<file path="config.mk">
export PLATFORM = sky130hd
export DESIGN_NAME = stopwatch_ctrl_fsm
export DESIGN_NICKNAME = d
export VERILOG_FILES = /design/src/rtl/stopwatch_ctrl_fsm.sv
export SDC_FILE = /design/constraint.sdc
export NUM_CORES = 1
export LEC_CHECK = 0
export ABC_CLOCK_PERIOD_IN_PS = 4800
export CAP_MARGIN = 20
export CORE_MARGIN = 4
export CORE_UTILIZATION = 60
export CTS_CLUSTER_DIAMETER = 50
export DETAILED_ROUTE_END_ITERATION = 16
export GPL_TIMING_DRIVEN = 0
export PLACE_DENSITY = 0.86
export SYNTH_ARGS = -nofsm -noshare
export SYNTH_HDL_FRONTEND = slang
export SYNTH_SLANG_ARGS = --single-unit
</file>
<file path="constraint.sdc">
create_clock -name clk -period 4.8 [get_ports clk]
set_clock_uncertainty 0.05 [all_clocks]
set_input_delay 0.72 -clock clk [delete_from_list [all_inputs] [get_ports clk]]
set_output_delay 0.72 -clock clk [all_outputs]
set_load 0.1 [all_outputs]
</file>
<file path="src/rtl/stopwatch_ctrl_fsm.sv">
// Stopwatch control sequencer: synchronises, debounces and edge-detects three
// push buttons, then runs the run/lap/clear FSM that builds the core's control word.
module stopwatch_ctrl_fsm #(
  parameter int DEBOUNCE_CYCLES = 1_000_000,
  parameter int CLR_CYCLES      = 4
) (
  input  logic       clk,
  input  logic       reset_p,
  input  logic       btn_start,
  input  logic       btn_lap,
  input  logic       btn_clear,
  output logic [3:0] sw_control_reg,
  output logic [2:0] state,
  output logic [7:0] lap_cnt,
  output logic       running
);

  localparam int CW = $clog2(DEBOUNCE_CYCLES);
  localparam int TW = $clog2(CLR_CYCLES + 1);

  typedef enum logic [2:0] {
    S_CLR       = 3'd0,
    S_IDLE      = 3'd1,
    S_RUN       = 3'd2,
    S_PAUSE     = 3'd3,
    S_RUN_LAP   = 3'd4,
    S_PAUSE_LAP = 3'd5
  } state_t;

  // Button vectors are ordered {clear, lap, start}.
  logic [2:0]    btn_raw;
  logic [2:0]    sync1, sync2, deb, deb_q, ev;
  logic [CW-1:0] cnt [3];

  assign btn_raw = {btn_clear, btn_lap, btn_start};

  // NOTE: every flop here, including the per-button counter array, is cleared
  // by reset so a mid-operation reset discards partial debounce progress.
  always_ff @(posedge clk) begin
    if (reset_p) begin
      sync1 <= '0;
      sync2 <= '0;
      deb   <= '0;
      deb_q <= '0;
      ev    <= '0;
      for (int i = 0; i < 3; i++) cnt[i] <= '0;
    end else begin
      // NOTE: non-blocking assignments make every stage read the previous
      // cycle's value, which is what gives the fixed pipeline latency.
      sync1 <= btn_raw;
      sync2 <= sync1;
      deb_q <= deb;
      ev    <= deb & ~deb_q;
      for (int i = 0; i < 3; i++) begin
        if (sync2[i] == deb[i]) begin
          cnt[i] <= '0;
        end else if (cnt[i] == CW'(DEBOUNCE_CYCLES - 1)) begin
          deb[i] <= sync2[i];
          cnt[i] <= '0;
        end else begin
          cnt[i] <= cnt[i] + 1'b1;
        end
      end
    end
  end

  state_t        state_q, nxt;
  logic [TW-1:0] timer;

  // Active states are a run bit and a lap bit; start toggles run, lap toggles lap.
  function automatic state_t step(input state_t s, input logic [TW-1:0] t,
                                  input logic e_start, input logic e_lap,
                                  input logic e_clear);
    logic run_b, lap_b;
    run_b = 1'b0;
    lap_b = 1'b0;
    step  = S_CLR;
    case (s)
      S_CLR:  step = (!e_clear && t == TW'(1)) ? S_IDLE : S_CLR;
      S_IDLE: step = e_clear ? S_CLR : (e_start ? S_RUN : S_IDLE);
      S_RUN, S_PAUSE, S_RUN_LAP, S_PAUSE_LAP: begin
        if (e_clear) begin
          step = S_CLR;
        end else begin
          run_b = ((s == S_RUN) || (s == S_RUN_LAP)) ^ e_start;
          lap_b = ((s == S_RUN_LAP) || (s == S_PAUSE_LAP)) ^ e_lap;
          step  = run_b ? (lap_b ? S_RUN_LAP : S_RUN)
                        : (lap_b ? S_PAUSE_LAP : S_PAUSE);
        end
      end
      default: step = S_CLR;
    endcase
  endfunction

  function automatic logic [3:0] ctrl_word(input state_t s);
    case (s)
      S_CLR:       ctrl_word = 4'b0100;
      S_RUN:       ctrl_word = 4'b0001;
      S_RUN_LAP:   ctrl_word = 4'b0011;
      S_PAUSE_LAP: ctrl_word = 4'b0010;
      default:     ctrl_word = 4'b0000;
    endcase
  endfunction

  assign nxt = step(state_q, timer, ev[0], ev[1], ev[2]);

  always_ff @(posedge clk) begin
    if (reset_p) begin
      state_q        <= S_CLR;
      timer          <= TW'(CLR_CYCLES);
      sw_control_reg <= 4'b0100;
      lap_cnt        <= '0;
    end else begin
      state_q        <= nxt;
      sw_control_reg <= ctrl_word(nxt);
      if (nxt == S_CLR) begin
        // Fresh entry or a repeated clear restarts the hold period.
        if (state_q == S_CLR && !ev[2]) timer <= timer - 1'b1;
        else                            timer <= TW'(CLR_CYCLES);
        lap_cnt <= '0;
      end else if ((nxt == S_RUN_LAP || nxt == S_PAUSE_LAP) && nxt != state_q
                   && lap_cnt != 8'hFF) begin
        lap_cnt <= lap_cnt + 8'd1;
      end
    end
  end

  assign state   = state_q;
  assign running = sw_control_reg[0];

endmodule

</file>
# [Yosys cells after proc, flatten, opt, wreduce, memory -nomap -nowiden]
# Memory sizes are Yosys's and may differ from the RTL's.
# Index checks and enable logic that the tools add are counted.
[word_totals] mem_count=1 ff_bits=33 inputBits=5 ram_bits=60
[classes] bitwise=16 n_mux=54 eq_ne=17 reduce_logical=15 n_addsub=5
[memory_table] name="cnt" words=3 width=20 rd=3 rd_ports_with_merged_regs=0 write_ports=3 line_no="33" source="logic [CW-1:0] cnt [3];"
[op_table] cell="20-bit 2-to-1 mux" n=9
[op_table] cell="20-bit by 1-bit adder with 20-bit output, second input constant" n=3
[op_table] cell="20-bit equality test, second input constant" n=3
[op_table] cell="1-bit 2-to-1 mux" n=36
[op_table] cell="3-bit 2-to-1 mux" n=5
[op_table] cell="3-bit equality test, second input constant" n=4
[op_table] cell="3-bit one-hot mux with 4 select lines" n=1
[op_table] cell="3-bit by 2-bit equality test with 1-bit output, second input constant" n=3
[op_table] cell="1-bit bitwise OR" n=9
[op_table] cell="3-bit one-hot mux with 3 select lines" n=1
[op_table] cell="8-bit by 1-bit adder with 8-bit output, second input constant" n=1
[op_table] cell="8-bit inequality test, second input constant" n=1
[op_table] cell="3-bit by 1-bit equality test with 1-bit output, second input constant" n=2
[op_table] cell="3-bit zero test" n=2
[op_table] cell="2-bit AND reduction" n=3
[op_table] cell="1-bit logical AND" n=4
[op_table] cell="2-bit 2-to-1 mux" n=2
[op_table] cell="4-bit OR reduction" n=1
[op_table] cell="3-bit bitwise AND" n=1
[op_table] cell="1-bit equality test" n=3
[op_table] cell="1-bit logical OR" n=3
[op_table] cell="3-bit inequality test" n=1
[op_table] cell="1-bit inverter" n=3
[op_table] cell="3-bit inverter" n=1
[op_table] cell="other kinds (4)" n=5

# [Depth between registers and ports, before layout]
# Gate-level depths: netlist (run 1).
[logic_depth] depth_word=11 ltp_mapped=9

# [Worst setup path before layout (run 1)]
# OpenSTA, ideal clock, no wires.
[synth_path] kind="register -> register" startpoint="register state_q[2] (netlist: state[2])" endpoint="register lap_cnt[3]" n_path_buf=2 period_less_slack_ns=2.725 arrival_ns=2.604 path_stages_with_launch=9 slack_ns=2.075 path_cell_list="dfxtp_1 -> buf_2 -> xnor2_1 -> or3_4 -> nand4b_2 -> and3b_1 -> buf_6 -> or4b_1 -> a21oi_1"
[synth_between] elab_chain_cells=11 elab_cells_between_ends=24 classes_between="eq/ne: 8; mux: 5; bitwise: 2; reduce/logical: 9"
[synth_lines] item="start: declaration" line_no="67" source="state_t state_q, nxt;"
[synth_lines] item="start signal: assignment" line_no="114" source="state_q <= nxt;"
[synth_lines] item="3-bit equality test"
[synth_lines] item="1-bit logical OR" line_no="86" source="lap_b = ((s == S_RUN_LAP) || (s == S_PAUSE_LAP)) ^ e_lap;"
[synth_lines] item="1-bit XOR" line_no="86"
[synth_lines] item="3-bit 2-to-1 mux, on equally long branches" line_no="88, 87"
[synth_lines] item="3-bit 2-to-1 mux" line_no="87" source="step = run_b ? (lap_b ? S_RUN_LAP : S_RUN)"
[synth_lines] item="3-bit 2-to-1 mux" line_no="82" source="if (e_clear) begin"
[synth_lines] item="3-bit one-hot mux with 3 select lines" line_no="78" source="case (s)"
[synth_lines] item="3-bit equality test" line_no="121" source="end else if ((nxt == S_RUN_LAP || nxt == S_PAUSE_LAP) && nxt != state_q"
[synth_lines] item="1-bit logical OR" line_no="121"
[synth_lines] item="1-bit logical AND" line_no="121"
[synth_lines] item="1-bit logical AND" line_no="122" source="&& lap_cnt != 8'hFF) begin"
[synth_lines] item="end signal: assignment" line_no="123" source="lap_cnt <= lap_cnt + 8'd1;"
[synth_lines] item="end: declaration" line_no="14" source="output logic [7:0] lap_cnt,"
# Several ways; a longest one is shown, not always the timed one.
# A chain may end at the register's enable or synchronous reset.

# [Worst setup path after layout (run 1)]
[layout_path] startpoint="register state_q[0] (netlist: state[0])" endpoint="output port state[0]"
[layout_rtl] item="end: declaration" line_no="13" source="output logic [2:0] state,"
# No word-level cell between the ends.

==> results.tsv, run 1 <==
metric	value	unit
status	finished clean	
finalMaxSlewViolations	0	
async_flop_share	0	%
finalCritPeriodShare	58.4	%
numClockSinks	92	
critPathArrivalTime	2.03	ns
fin_crit	2.80	ns
first_pass_iters	4	
grt_pass1_wl	14100	microns
finalHoldViolCount	0	
final_layout_size_suffix_gt1_share	4.17	%
antenna_found_initial	0	
routedWlPerCell	13.2	microns
synthFlopType	edfxtp_1	
detail-route-antenna-nets	0	
via_count	3301	
synth-edff-count	60	
seq_area_frac_synth	54.2	%
cts_tree	done	
areaGrowthSynthToFinish	17.4	%
stdcell_count	627	
ctsLongestPathBuffers	2	
grt_util_all_layers	20.0	%
clkSlewWorstSetupHoldPaths	0.09	ns
reg_top3	cnt (60), lap_cnt (8)	
synthDistinctLibCells	45	
synth_area	4510	sq um
power_frac_seq	53.3	%
wirelength	8260	microns
clkPwrFrac	37.1	%
p_sw	0.399	mW
rows	31	
cts_resized	0	
drc	0	
largest_register_ffs	60	
avgViaCountPerCell	5.26	
yosysWarnings	0	
cts_made_buffers	9	
critPathMaxStageDelay	1.20	ns
endpoint_kind	output port	
cts_setup_buffers	0	
crit_required	4.03	ns
p_comb_share	9.6	%
ir_drop	0.232	mV
ff2ff_path_depth	6	
maxCapViolations	0	
path_cells	clkdlybuf4s50_1	
portBuffers	19	
synth-seq-cells	92	
yosysTopAreaCell	edfxtp_1	
htreeDepth	3	
insertion_delay	0.35	ns
grt_start_max_net_pins	15	
hp-class	flip-flop to flip-flop	
nNetsFinal	534	
root_buffer	clkbuf_8	
switching_share	23.3	%
cpLargestDelayFamily	buffers and inverters	
grt_overflow_total	0	
relSlewSlack	34.6	%
synthTopCellsByArea	edfxtp_1 40%, dfxtp_1 14%, xor2_1 8.0%, nor2_1 6.7%, nand3_1 3.6%	
slowest_stage	clkdlybuf4s50_1	
syn_area_per_cell	10.4	sq um
core_area	7290	sq um
syn-instance-count	434	
worst-path-buf-inv	1	
dpl.cell_count	611	
grt_pass1_vias	3227	
postCtsHoldBufs	0	
worstMarginPinSlew	0.978	ns
hold_depth	1	
timing.fmax	357	MHz
drtIter0Drc	164	
place_area	5040	sq um
gp_congestion	0.861	
hpwl	5850	microns
chipWidth	94.7	microns
netlist.area_leader.share	40.0	%
initial_core_util	61.8	%
io_pins	21	
power_density	324	nW/um^2
critPathKind	flip-flop to output port	
final_area	5290	sq um
start_kind	flip-flop	
die_h	94.7	microns
n_antenna_cell	0	
cp_num_cells	1	
worstPathMaxFanout	8	
internal_power	1.32	mW
finalSetupTns	0	ns
setup_viol	0	
power	1.72	mW
top_register	cnt	
die_area	8960	sq um
leakage	1.96	nW
rsz0062_at_grt	no	
==> layout make-up <==
type,instances,area [sq um]
buffer,14,70.1
clock inverter,4,95.1
tap,99,124
fill,555,2000
inverter,8,30.0
multi-input combinational,379,2180
sequential,92,2440
timing repair buffer,19,190
clock buffer,12,155
==> power groups by stage <==
stage	clock network, mW	logic, mW	registers (mW)
2_1_floorplan	0	0.109	0.946
3_3_place_gp	0	0.155	0.929
3_5_place_dp	0	0.162	0.932
4_1_cts	0.645	0.163	0.914
5_1_grt	0.677	0.183	0.920
6_report	0.637	0.164	0.915
==> layer usage <==
| metal | up-vias | part of all wire [%] | track usage, % | wire length, microns |
|---|---|---|---|---|
| met2 | 65 | 50 | 33.1 | 4160 |
| met5 | - | 0 | 0 | 0 |
| met3 | 22 | 2.9 | 3.51 | 241 |
| met4 | 0 | 2.3 | 10.8 | 194 |
| li1 | 1653 | - | - | - |
| met1 | 1561 | 44 | 25.0 | 3660 |
==> cells in the mapped netlist (2+ instances only) <==
master,number
buf_4,2
nand3_1,32
and4_1,10
inv_1,8
ha_1,6
o41ai_1,3
edfxtp_1,60
nor2_1,81
nor4_1,4
nand4_1,10
nand2b_1,3
and3_1,12
xor2_1,41
o21ai_1,2
nor3b_1,2
a21oi_1,9
or4b_1,3
xnor2_1,18
nor4b_1,3
buf_2,2
and3b_1,2
dfxtp_1,32
nor2b_1,16
conb_1,2
mux2i_1,5
or3_1,5
clkbuf_1,8
nand2_1,28
nor3_1,7
a211oi_1,3
==> cells by family after synthesis <==
logic type | synth area share (%)
adder cells (fa/ha/maj) | 1.67
buffers and inverters | 2.22
AND/OR/NAND/NOR | 25.6
XOR/XNOR | 11.5
AO/OA/AOI/OAI | 3.55
multiplexers | 1.11
flip-flops | 54.2
other | 0.167
==> worst paths after layout <==
path	to	slack [ns]	start
setup / recovery	state[0]	2.00	state[0]$_SDFF_PP0_
hold / removal	ev[0]$_SDFF_PP0_	0.33	deb_q[0]$_SDFF_PP0_
setup reg to reg	cnt[1][15]$_SDFFCE_PN0P_	2.41	cnt[1][10]$_SDFFCE_PN0P_
hold reg to reg	ev[0]$_SDFF_PP0_	0.33	deb_q[0]$_SDFF_PP0_
==> per-stage QoR <==
step | setup slack [ns] | util (%) | hold slack (ns)
after global routing | 1.94 | 72.6 | 0.359
after global placement | 2.36 | 69.1 | 0.323
after detailed placement | 2.30 | 69.1 | 0.322
after CTS | 1.99 | 72.6 | 0.330
after floorplan | 2.08 | - | 0.317
final | 2.00 | 72.6 | 0.327
==> layout by cell type (no fill, tap or decap), drive strengths merged, types with 4 or more instances in the layout <==
master         Yosys  layout
nor2              81      81
conb               2      61
edfxtp            60      60
xor2              41      41
nand3             32      32
dfxtp             32      32
nand2             28      28
clkbuf             8      20
clkdlybuf4s50      0      19
xnor2             18      18
nor2b             16      16
and3              12      12
and4              10      10
nand4             10      10
a21oi              9       9
inv                8       8
nor3               7       7
ha                 6       6
or3                6       6
buf                6       6
mux2i              5       5
nor4               4       4
(Power assumes the default switching activity.)
==> run 2: changes to the inputs <==
--- a/config.mk
+++ b/config.mk
@@ -5,7 +5,7 @@
 export SDC_FILE = /design/constraint.sdc
 export NUM_CORES = 1
 export LEC_CHECK = 0
-export ABC_CLOCK_PERIOD_IN_PS = 4800
+export ABC_CLOCK_PERIOD_IN_PS = 2650
 export CAP_MARGIN = 20
 export CORE_MARGIN = 4
 export CORE_UTILIZATION = 60
==> constraint.sdc (replaced) <==
create_clock -name clk -period 2.65 [get_ports clk]
set_clock_uncertainty 0.05 [all_clocks]
set_input_delay 0.3975 -clock clk [delete_from_list [all_inputs] [get_ports clk]]
set_output_delay 0.3975 -clock clk [all_outputs]
set_load 0.1 [all_outputs]
==> run 2 against run 1 <==
Against the previous run:
- clock power rose by 47%
- combinational power increased by 82%
- setup slack worse by 1.9 ns
- register-to-register slack worse by 2.1 ns
- sequential share of layout area increased by 0.42 points
- critical path type unchanged
- die area unchanged
- via count is 0.70% lower
- hold slack gained 0.011 ns
- global-route usage increased by 0.24 points
- sequential power increased by 81%
- wire length shrank 1.7%
- final area shrank 0.80%
==> results.tsv, run 2 (synthesized netlist as in run 1, its figures left out) <==
metric	value	unit	change
timing.fmax	398	MHz	
start_kind	flip-flop		
numClockSinks	92		unchanged
whs_endpoint	ev[0]$_SDFF_PP0_		
ctsLongestPathBuffers	2		unchanged
leakage	1.94	nW	-1.0%
hp-class	flip-flop to flip-flop		
cpLargestDelayFamily	buffers and inverters		
power_density	551	nW/um^2	+70%
finalHoldViolCount	0		unchanged
maxCapViolations	0		unchanged
stdcell_count	627		unchanged
portBuffers	19		unchanged
finalMaxSlewViolations	0		unchanged
root_buffer	clkbuf_8		
ir_drop	0.384	mV	+65%
wirelength	8120	microns	-1.7%
htreeDepth	3		unchanged
setup_viol	0		unchanged
drc	0		unchanged
initial_core_util	61.8	%	unchanged
rsz0062_at_grt	no		
die_h	94.7	microns	unchanged
io_pins	21		unchanged
worst-path-buf-inv	1		unchanged
ff2ff_path_depth	6		unchanged
crit_required	2.20	ns	-1.83 ns
areaGrowthSynthToFinish	16.5	%	
ff2ff_setup_slack	0.35	ns	-2.06 ns
critPathKind	flip-flop to output port		
n_antenna_cell	0		unchanged
detail-route-antenna-nets	0		unchanged
grt_start_max_net_pins	16		+1
final_common_cell	nor2_1		
endpoint_kind	output port		
dpl.cell_count	611		unchanged
hpwl	5650	microns	-3.4%
top_register	cnt		
grt_pass1_vias	3148		-2.4%
grt_overflow_total	0		unchanged
avgViaCountPerCell	5.23		-0.70%
slowest_stage	clkdlybuf4s50_1		
largest_register_ffs	60		unchanged
reg2reg_to	cnt[1][11]$_SDFFCE_PN0P_		
fin_crit	2.51	ns	
via_count	3278		-0.70%
cts_resized	0		unchanged
finalCritPeriodShare	94.8	%	
critPathMaxStageDelay	1.20	ns	about the same
routedWlPerCell	12.9	microns	-1.7%
finalSetupTns	0	ns	unchanged
drtIter0Drc	100		-39%
nNetsFinal	534		unchanged
grt_pass1_wl	14300	microns	+1.3%
clkSlewWorstSetupHoldPaths	0.09	ns	about the same
worstPathMaxFanout	8		unchanged
grt_util_all_layers	20.3	%	+0.24 points
gp_congestion	0.857		-0.44%
path_cells	clkdlybuf4s50_1		
antenna_found_initial	0		unchanged
fillCellCount	570		+2.7%
cts_made_buffers	9		unchanged
insertion_delay	0.35	ns	about the same
hold_depth	1		unchanged
critPathArrivalTime	2.07	ns	+0.04 ns
status	finished clean		
postCtsHoldBufs	0		unchanged
worstMarginPinSlew	0.985	ns	+0.00673 ns
most-common-layout-cells	81 x nor2_1, 61 x conb_1, 60 x edfxtp_1		
die_area	8960	sq um	unchanged
first_pass_iters	4		unchanged
r2r_start	cnt[1][0]$_SDFFCE_PN0P_		
worstHoldStart	deb_q[0]$_SDFF_PP0_		
core_area	7290	sq um	unchanged
final_layout_size_suffix_gt1_share	4.73	%	+0.57 points
chipWidth	94.7	microns	unchanged
cts_setup_buffers	0		unchanged
rows	31		unchanged
relSlewSlack	34.1	%	-0.45 points
reg_top3	cnt (60), lap_cnt (8)		
cts_tree	done		
[run 2: cell count changes in the layout (fill, tap and decap cells not counted), moves of 2 or more]
cell	before	now
clkinv_2	1	3
bufinv_16	3	0
clkbuf_8	11	9
dfxtp_1	32	30
dfxtp_2	0	2
clkbuf_16	0	2
[run 2: final cells by class]
cell class	count	area [sq um]	area share, %
Sequential cell	92	2440	46.6
Multi-Input combinational cell	379	2180	41.6
Timing Repair Buffer	19	190	3.62
Clock buffer	11	174	3.31
Tap cell	99	124	2.36
Buffer	14	70.1	1.33
Clock inverter	5	31.3	0.596
Inverter	8	30.0	0.572
[run 2: routing by layer]
layer  GRT usage [%]  wire length, microns  part of all wire (%)  up-vias
li1                -                     -                     -     1646
met1            26.9                  3690                    45     1543
met2            33.6                  3990                    49       71
met3            2.79                   271                   3.3       18
met4            8.17                   167                   2.1        0
met5               0                     0                     0        -
[run 2: power by group]
part	switching, mW	internal [mW]	leakage (nW)
clock	0.487	0.452	0.105
combinational	0.185	0.114	0.956
sequential	0.0635	1.59	0.880
[run 2: worst max path at each step]
stage	startpoint	end	slack (ns)	depth (start not counted)
after floorplan	state[0]$_SDFF_PP0_	lap_cnt[3]$_SDFFE_PP0P_	0.02	7
after global placement	cnt[1][10]$_SDFFCE_PN0P_	cnt[1][18]$_SDFFCE_PN0P_	0.39	6
after detailed placement	cnt[1][10]$_SDFFCE_PN0P_	cnt[1][11]$_SDFFCE_PN0P_	0.33	6
after CTS	state[0]$_SDFF_PP0_	state[0]	0.15	1
after global routing	cnt[0][11]$_SDFFCE_PN0P_	cnt[0][3]$_SDFFCE_PN0P_	0.08	6
final	state[0]$_SDFF_PP0_	state[0]	0.14	1
[run 2: per-stage QoR]
stage / utilization, % / cell area (sq um) / power, mW / hold slack, ns / worst slack (ns)
global placement: 69.2 / 5040 / 1.96 / 0.323 / 0.385
detailed placement: 69.2 / 5040 / 1.98 / 0.325 / 0.330
floorplan: - / 4730 / 1.91 / 0.317 / 0.0241
finish: 72.0 / 5250 / 2.89 / 0.339 / 0.137
global route: 72.0 / 5250 / 3.02 / 0.349 / 0.0763
CTS: 72.0 / 5250 / 2.91 / 0.342 / 0.151
